`src/rtl/thwomp_spawner_pkg.sv`:
```
// Shared sprite geometry defaults and coordinate helpers for the Thwomp hazard.
// Geometry here must stay in step with the PRNG and the sprite renderers.
package thwomp_spawner_pkg;

  localparam int COORD_W = 10;
  localparam int CNT_W   = 8;   // frame counters hold up to 256 ticks

  localparam int DEF_H_DISP       = 640;
  localparam int DEF_FLOOR        = 450;
  localparam int DEF_T_WIDTH      = 24;
  localparam int DEF_T_HEIGHT     = 32;
  localparam int DEF_Y_START      = 0;
  localparam int DEF_FALL_STEP    = 4;
  localparam int DEF_HOVER_FRAMES = 30;
  localparam int DEF_LAND_FRAMES  = 60;

  typedef logic [COORD_W-1:0] coord_t;

  // A 10-bit word never exceeds twice the limit, so a single subtraction is a full modulo.
  function automatic coord_t foldX(input coord_t d, input coord_t lim);
    return (d > lim) ? coord_t'(d - lim) : d;
  endfunction

endpackage

```
`src/rtl/thwomp_spawner_frame_timer.sv`:
```
// Tick-driven frame counter with synchronous clear and runtime terminal count.
// done is combinational: high on the counted tick that reaches the limit; counter wraps to 0 then.
module thwomp_spawner_frame_timer
  import thwomp_spawner_pkg::*;
(
  input  logic             clk,
  input  logic             rst,
  input  logic             clr,
  input  logic             en,
  input  logic [CNT_W-1:0] limit,
  output logic             done
);

  logic [CNT_W-1:0] cnt;

  assign done = en && (cnt == limit);

  always_ff @(posedge clk or negedge rst) begin
    if (!rst) begin
      cnt <= '0;
    end else if (clr) begin
      cnt <= '0;
    end else if (en) begin
      cnt <= done ? '0 : cnt + 1'b1;
    end
  end

endmodule

```
`src/rtl/thwomp_spawner.sv`:
```
// Thwomp life-cycle sequencer: pops a random X from the FIFO, hovers, falls, rests, repeats.
// Read data arrives one cycle after o_rden; all outputs except o_stall are registered.
module thwomp_spawner
  import thwomp_spawner_pkg::*;
#(
  parameter int H_DISP       = DEF_H_DISP,
  parameter int FLOOR        = DEF_FLOOR,
  parameter int T_WIDTH      = DEF_T_WIDTH,
  parameter int T_HEIGHT     = DEF_T_HEIGHT,
  parameter int Y_START      = DEF_Y_START,
  parameter int FALL_STEP    = DEF_FALL_STEP,
  parameter int HOVER_FRAMES = DEF_HOVER_FRAMES,
  parameter int LAND_FRAMES  = DEF_LAND_FRAMES
) (
  input  logic   clk,
  input  logic   rst,
  input  logic   i_enable,
  input  logic   i_frame_tick,
  input  logic   i_empty,
  input  coord_t i_rddata,
  output logic   o_rden,
  output coord_t o_x,
  output coord_t o_y,
  output logic   o_active,
  output logic   o_landed,
  output logic   o_stall
);

  localparam logic [2:0] IDLE    = 3'd0;
  localparam logic [2:0] FETCH   = 3'd1;
  localparam logic [2:0] CAPTURE = 3'd2;
  localparam logic [2:0] HOVER   = 3'd3;
  localparam logic [2:0] FALL    = 3'd4;
  localparam logic [2:0] LANDED  = 3'd5;

  localparam coord_t           X_MAX     = coord_t'(H_DISP - T_WIDTH);
  localparam coord_t           Y_LAND    = coord_t'(FLOOR - T_HEIGHT);
  localparam coord_t           Y_SPAWN   = coord_t'(Y_START);
  localparam logic [COORD_W:0] STEP      = (COORD_W+1)'(FALL_STEP);
  localparam logic [CNT_W-1:0] HOV_LAST  = CNT_W'(HOVER_FRAMES - 1);
  localparam logic [CNT_W-1:0] LAND_LAST = CNT_W'(LAND_FRAMES - 1);

  logic [2:0]         state;
  logic               timing;
  logic               timerEn;
  logic               timerClr;
  logic               timerDone;
  logic [CNT_W-1:0]   timerLimit;
  logic [COORD_W:0]   yNext;

  // The timer only counts in HOVER/LANDED; everywhere else it is held at zero so the
  // transition tick into either state is never counted by it.
  assign timing     = (state == HOVER) || (state == LANDED);
  assign timerEn    = timing && i_enable && i_frame_tick;
  assign timerClr   = !timing || !i_enable;
  assign timerLimit = (state == HOVER) ? HOV_LAST : LAND_LAST;
  assign yNext      = {1'b0, o_y} + STEP;
  assign o_stall    = (state == FETCH) && i_empty;

  thwomp_spawner_frame_timer u_timer (
    .clk   (clk),
    .rst   (rst),
    .clr   (timerClr),
    .en    (timerEn),
    .limit (timerLimit),
    .done  (timerDone)
  );

  always_ff @(posedge clk or negedge rst) begin
    if (!rst) begin
      state    <= IDLE;
      o_x      <= '0;
      o_y      <= Y_SPAWN;
      o_active <= 1'b0;
      o_rden   <= 1'b0;
      o_landed <= 1'b0;
    end else begin
      o_rden   <= 1'b0;
      o_landed <= 1'b0;
      case (state)
        IDLE: begin
          if (i_enable) state <= FETCH;
        end
        FETCH: begin
          if (!i_enable) begin
            state <= IDLE;
          end else if (!i_empty) begin
            o_rden <= 1'b1;
            state  <= CAPTURE;
          end
        end
        CAPTURE: begin
          o_x <= foldX(i_rddata, X_MAX);
          o_y <= Y_SPAWN;
          if (i_enable) begin
            o_active <= 1'b1;
            state    <= HOVER;
          end else begin
            o_active <= 1'b0;
            state    <= IDLE;
          end
        end
        HOVER: begin
          if (!i_enable) begin
            o_active <= 1'b0;
            state    <= IDLE;
          end else if (timerDone) begin
            state <= FALL;
          end
        end
        FALL: begin
          if (!i_enable) begin
            o_active <= 1'b0;
            state    <= IDLE;
          end else if (i_frame_tick) begin
            if (yNext >= {1'b0, Y_LAND}) begin
              o_y      <= Y_LAND;
              o_landed <= 1'b1;
              state    <= LANDED;
            end else begin
              o_y <= yNext[COORD_W-1:0];
            end
          end
        end
        LANDED: begin
          if (!i_enable) begin
            o_active <= 1'b0;
            state    <= IDLE;
          end else if (timerDone) begin
            o_active <= 1'b0;
            state    <= FETCH;
          end
        end
        default: state <= IDLE;
      endcase
    end
  end

endmodule

```
`config.mk`:
```
export PLATFORM = sky130hd
export DESIGN_NAME = thwomp_spawner
export DESIGN_NICKNAME = d
export VERILOG_FILES = /design/src/rtl/thwomp_spawner_pkg.sv /design/src/rtl/thwomp_spawner_frame_timer.sv /design/src/rtl/thwomp_spawner.sv
export SDC_FILE = /design/constraint.sdc
export NUM_CORES = 1
export LEC_CHECK = 0
export ABC_CLOCK_PERIOD_IN_PS = 5900
export BUFFER_PORTS_ARGS = -buffer_cell sky130_fd_sc_hd__buf_2
export CAP_MARGIN = 20
export CORE_MARGIN = 10
export CORE_UTILIZATION = 45
export CTS_CLUSTER_DIAMETER = 30
export DETAILED_ROUTE_END_ITERATION = 10
export PLACE_DENSITY = 0.73
export SYNTH_ARGS = -nofsm -noshare
export SYNTH_HDL_FRONTEND = slang
export SYNTH_SLANG_ARGS = --single-unit
```
`constraint.sdc`:
```
create_clock -name clk -period 5.9 [get_ports clk]
set_input_delay 0 -clock clk [delete_from_list [all_inputs] [get_ports clk]]
set_output_delay 0 -clock clk [all_outputs]
set_load 0.05 [all_outputs]
```
After elaboration in Yosys (flattened, before gate mapping)

Index checks and enable logic that the tools add are counted.

Register bits: 34
Input port bits: 15
Output and inout bits: 24

Add/sub/neg operators: 3
$lt $le $gt $ge: 2
Eq/ne operators: 15
Muxes and demuxes: 33
Reduce and logical (&&, ||, !) cells: 16

Operator list:

| kind                   | count |
|---|---|
| $mux 10                | 4 |
| $mux 3                 | 10 |
| $mux 8                 | 3 |
| $pmux 10 s2            | 1 |
| $pmux 3 s6             | 1 |
| $add 10x3->11 const B  | 1 |
| $ge 11x9->1 const B    | 1 |
| $mux 1                 | 11 |
| $gt 10x10->1 const B   | 1 |
| $sub 10x10->10 const B | 1 |
| $ne 3x3->1 const B     | 3 |
| $add 8x1->8 const B    | 1 |
| $eq 8x6->1             | 1 |
| $ne 2x2->1 const B     | 4 |
| $eq 3x2->1 const B     | 2 |
| $eq 3x3->1 const B     | 2 |
| $mux 6                 | 1 |
| $ne 3x2->1 const B     | 2 |
| $reduce_and 3->1       | 2 |
| $reduce_and 6->1       | 1 |
| $logic_and 1x1->1      | 4 |
| $reduce_bool 2->1      | 2 |
| $eq 3x1->1 const B     | 1 |
| $logic_not 3->1        | 1 |
| other kinds (6)        | 8 |

Depth between registers and ports, before layout

Depth after elaboration: 8
Depth in mapped cells: 7
Mapped depth without buffers: 7

Hierarchy

A second synthesis with hierarchy kept.

Cell total of the unflattened synthesis: 222
Area total of the unflattened synthesis: 2042.0 sq um

Modules (own cells, without submodules):

| module                     | instances | cells an instance | area each (sq um) | sequential area each (sq um) |
|---|---|---|---|---|
| thwomp_spawner             | 1         | 171               | 1519.0            | 625.6 |
| thwomp_spawner_frame_timer | 1         | 51                | 523.0             | 200.2 |

Worst setup path before layout

Ideal clock, no wire load.

Path type: flip-flop to flip-flop
Start point: reg o_y[2]
End point: reg o_y[4]
Data arrival time: 2.234 ns
Slack: 3.584 ns
Stages on the path, launching flop included: 8
Cell sequence: dfrtp_1 ha_1 and3_2 o211ai_1 a22o_1 a311oi_4 a21oi_1 a31oi_1

Cells in the longest elaborated chain, start to end: 6

RTL lines:

| what                   | RTL line              | RTL |
|---|---|---|
| from (decl)            | thwomp_spawner.sv:23  | `output coord_t o_y,` |
| from (signal assigned) | thwomp_spawner.sv:121 | `o_y <= yNext[COORD_W-1:0];` |
| $add 10x3->11 (*)      | thwomp_spawner.sv:57  | `assign yNext = {1'b0, o_y} + STEP;` |
| $ge 11x9->1            | thwomp_spawner.sv:116 | `if (yNext >= {1'b0, Y_LAND}) begin` |
| $mux 10 (*)            | thwomp_spawner.sv:116 |  |
| $mux 10 (*)            | thwomp_spawner.sv:115 | `end else if (i_frame_tick) begin` |
| $mux 10 (*)            | thwomp_spawner.sv:112 | `if (!i_enable) begin` |
| $pmux 10 s2 (*)        | thwomp_spawner.sv:80  | `case (state)` |

Every way passes the cells marked *; elsewhere a longest branch is shown, timed or not. The select of a mux whose other input is x is not followed.
A chain may end at the register's enable or synchronous reset.

Worst setup path in the final report

Ends and elaborated chain as after synthesis.

==> flow_metrics.py <==
metrics = {
    "outcome": {
        "status": "completed",
    },
    "worst_setup_path": {
        "crit_buf_inv": 0,
        "critPathSlowestCell": "dfrtp_1",
        "path_cells": "ha_1 -> and3_2 -> a311oi_1 -> a31oi_2 -> a311oi_4 -> a21oi_1 -> a31oi_1",
        "cp-start-kind": "flop",
        "worstPathMaxFanout": 8,
        "worst_ep_required_time_ns": 6.11,
        "worst_ep_arrival_time_ns": 2.42,
        "path_class": "reg2reg",
        "critPathTopFamily": "compound AO/OA/AOI/OAI gates",
        "max_stage_delay_ns": 0.47,
        "cp-end-kind": "flop",
    },
    "global_routing": {
        "overflow": 0,
        "grt_use_total": 0.121,
        "grt_pass1_wl_mm": 7.31,
        "grt_pass1_vias": 1550,
        "grt_max_degree": 34,
        "grt_antenna_before_repair": 0,
    },
    "floorplan": {
        "chipWidth_um": 84.9,
        "ioPinCount": 39,
        "rows": 23,
        "die_y_um": 84.9,
        "die-area_mm2": 0.00721,
        "core_area_mm2": 0.00403,
        "start_util": 0.471,
    },
    "sta": {
        "holdWs_ns": 0.0199,
        "fin_worst_skew_ns": 0.0119,
        "slew_viol_final": 0,
        "clock.fmax_mhz": 453,
        "finalSetupTns_ns": 0,
        "fin_crit_sh": 0.375,
        "max_slew_margin": 0.353,
        "max_slew.worst_pin.slew_ns": 0.968,
        "rsz0062_at_grt": "false",
        "final_hold_viol_count": 0,
        "setup_viol": 0,
        "period_minus_slack_ns": 2.21,
    },
    "detailed_routing": {
        "drt_iter0_drc": 95,
        "route.met2.wl_mm": 2.14,
        "wl_met3_um": 206,
        "vias": 1653,
        "via_per_inst": 5.49,
        "drc": 0,
        "antenna_left": 0,
        "dr.pass1.iters": 4,
        "wl_per_cell_um": 14.5,
        "routed_wl_mm": 4.36,
        "dr.max_layer_used": "met4",
        "wl_met1_mm": 1.95,
    },
    "yosys": {
        "synth_edf_count": 0,
        "ys_types": 51,
        "ys_ff_latch": 33,
        "avgSynthCellArea_um2": 9.25,
        "netlist_instances": 205,
        "synth_seq_area_share": 0.435,
        "netlist_area_mm2": 0.00190,
        "syn_nets": 224,
        "async_flop_share": 1.00,
        "ys_warn_count": 0,
        "synth_ff_type": "dfrtp_1",
    },
    "cts": {
        "cts-root-buf": "clkbuf_8",
        "clkLatencyLatePin_ns": 0.29,
        "cts.sinks": 33,
        "postCtsSetupRepairBufs": 0,
        "cts_tree": "done",
        "cts.clk_slew.worst_paths_ns": 0.07,
        "cts-buffers-inserted": 5,
        "clockBufferDepth": 2,
        "cts_max_level": 2,
    },
    "pwr": {
        "p_leak_nw": 1.09,
        "power_mw": 0.602,
        "vdd_drop_max_v": 0.000168,
        "cellPowerDensity_mw_per_mm2": 266,
    },
    "place": {
        "dp_hpwl_mm": 3.23,
        "io_buffers": 37,
        "placed_area_mm2": 0.00212,
        "gp_congestion": 0.833,
    },
    "finish": {
        "fin_util": 0.562,
        "nets": 269,
        "drive_gt1_frac": 0.227,
        "fill_cells": 368,
        "diodes": 0,
        "syn2layout_area_growth_pct": 19.3,
        "final_area_mm2": 0.00226,
    },
    "run": {
        "maxCapViolCount": 0,
    },
    "min_path": {
        "hp-class": "in2reg",
    },
}
power by group:
part | internal, mW | switching, mW | total [mW]
Clock | 0.0817 | 0.0821 | 0.164
Sequential | 0.251 | 0.0144 | 0.265
Combinational | 0.0443 | 0.129 | 0.173
worst register-to-register path, stage by stage, from the launching register on:
cell and delay, ns:
dfrtp_1 0.47, ha_1 0.32, and3_2 0.28, a311oi_1 0.33, a31oi_2 0.12, a311oi_4 0.34, a21oi_1 0.12, a31oi_1 0.16
logic make-up (layout without fill, tap and decap cells):
group,count (synthesis),count (layout),synth area share
and+or+nand+nor,82,82,0.218
AOI/OAI and AO/OA,54,54,0.192
DFF,33,33,0.435
buffers and inverters,14,60,0.0303
muxes,10,10,0.0594
xor gates and xnor gates,7,7,0.0363
adders and majority gates,4,4,0.0264
other,1,1,0.00198
state kept, by name, indices dropped and copies added (netlist names):
| signal | cells |
|---|---|
| o_rden | 1 |
| o_landed | 1 |
| state | 3 |
| o_y | 9 |
| o_active | 1 |
| u_timer.cnt | 8 |
| o_x | 10 |
stage by stage:
stage | setup slack (ns) | cells
6_report | 3.69 | 301
3_3_place_gp | 3.79 | 287
4_1_cts | 3.68 | 301
5_1_grt | 3.51 | 301
2_1_floorplan | 3.58 | 205
3_5_place_dp | 3.71 | 287
timing repair:
item / CTS / global route
gates resized for setup: 0 / 0
hold buffers: 6 / 0
setup endpoints to repair: 0 / 0
endpoints found under the hold margin: 38 / 0
worst paths after layout:
kind	start	endpoint	slack, ns	cells past startpoint
max in group asynchronous	rst	state[2]	5.12	2
worst min register to register	o_x[9]	o_x[9]	0.50	1
worst max register to register	o_y[2]	o_y[4]	3.69	7
worst max-delay path	o_y[2]	o_y[4]	3.69	7
worst min-delay path	i_rddata[6]	o_x[6]	0.02	3
min in group asynchronous	rst	state[0]	0.31	2
cell usage in the layout, fill, tap and decap left out, drive strengths merged, types with 4 or more instances in the layout:
master	instances
a21oi	15
a22o	4
a31oi	5
and3	5
buf	37
clkbuf	6
dfrtp	33
dlygate4sd3	6
ha	4
inv	9
mux2	7
nand2	20
nand3	9
nor2	23
nor2b	5
nor3b	4
o21ai	15
xnor2	5
synth_stat cells (2+ instances only):
master | number | area (µm²)
nand2b_1 | 3 | 18.8
a21oi_1 | 15 | 75.1
and2_1 | 2 | 12.5
clkbuf_1 | 3 | 11.3
inv_1 | 9 | 33.8
nor4_1 | 2 | 12.5
nor3b_1 | 4 | 30.0
nor2_1 | 23 | 86.3
xor2_1 | 2 | 17.5
o22ai_1 | 3 | 18.8
ha_1 | 4 | 50.1
nor2b_1 | 5 | 31.3
nand3b_1 | 2 | 15.0
nand3_1 | 9 | 45.0
o31ai_1 | 2 | 15.0
mux2_2 | 5 | 56.3
mux2i_1 | 3 | 30.0
o21ai_0 | 14 | 70.1
dfrtp_1 | 33 | 826
xnor2_1 | 4 | 35.0
and3_1 | 2 | 12.5
nand2_1 | 20 | 75.1
a22o_1 | 4 | 35.0
and3_2 | 2 | 15.0
a31oi_1 | 4 | 25.0
final cells by class:
type | instances | area [µm²] | share of cell area
multi-input cells | 158 | 1010 | 0.448
flip-flops and latches | 33 | 826 | 0.365
repair buffers | 43 | 245 | 0.108
clock buffers | 6 | 72.6 | 0.0321
well taps | 50 | 62.6 | 0.0276
inverters | 9 | 33.8 | 0.0149
clock inverters | 2 | 10.0 | 0.00442
routing by layer:
metal | vias to the layer above | track usage
li1 | 823 | -
met1 | 792 | 0.137
met2 | 31 | 0.205
met3 | 7 | 0.0411
met4 | 0 | 0.0449
met5 | - | 0
Power figures use the tool's default switching activity.
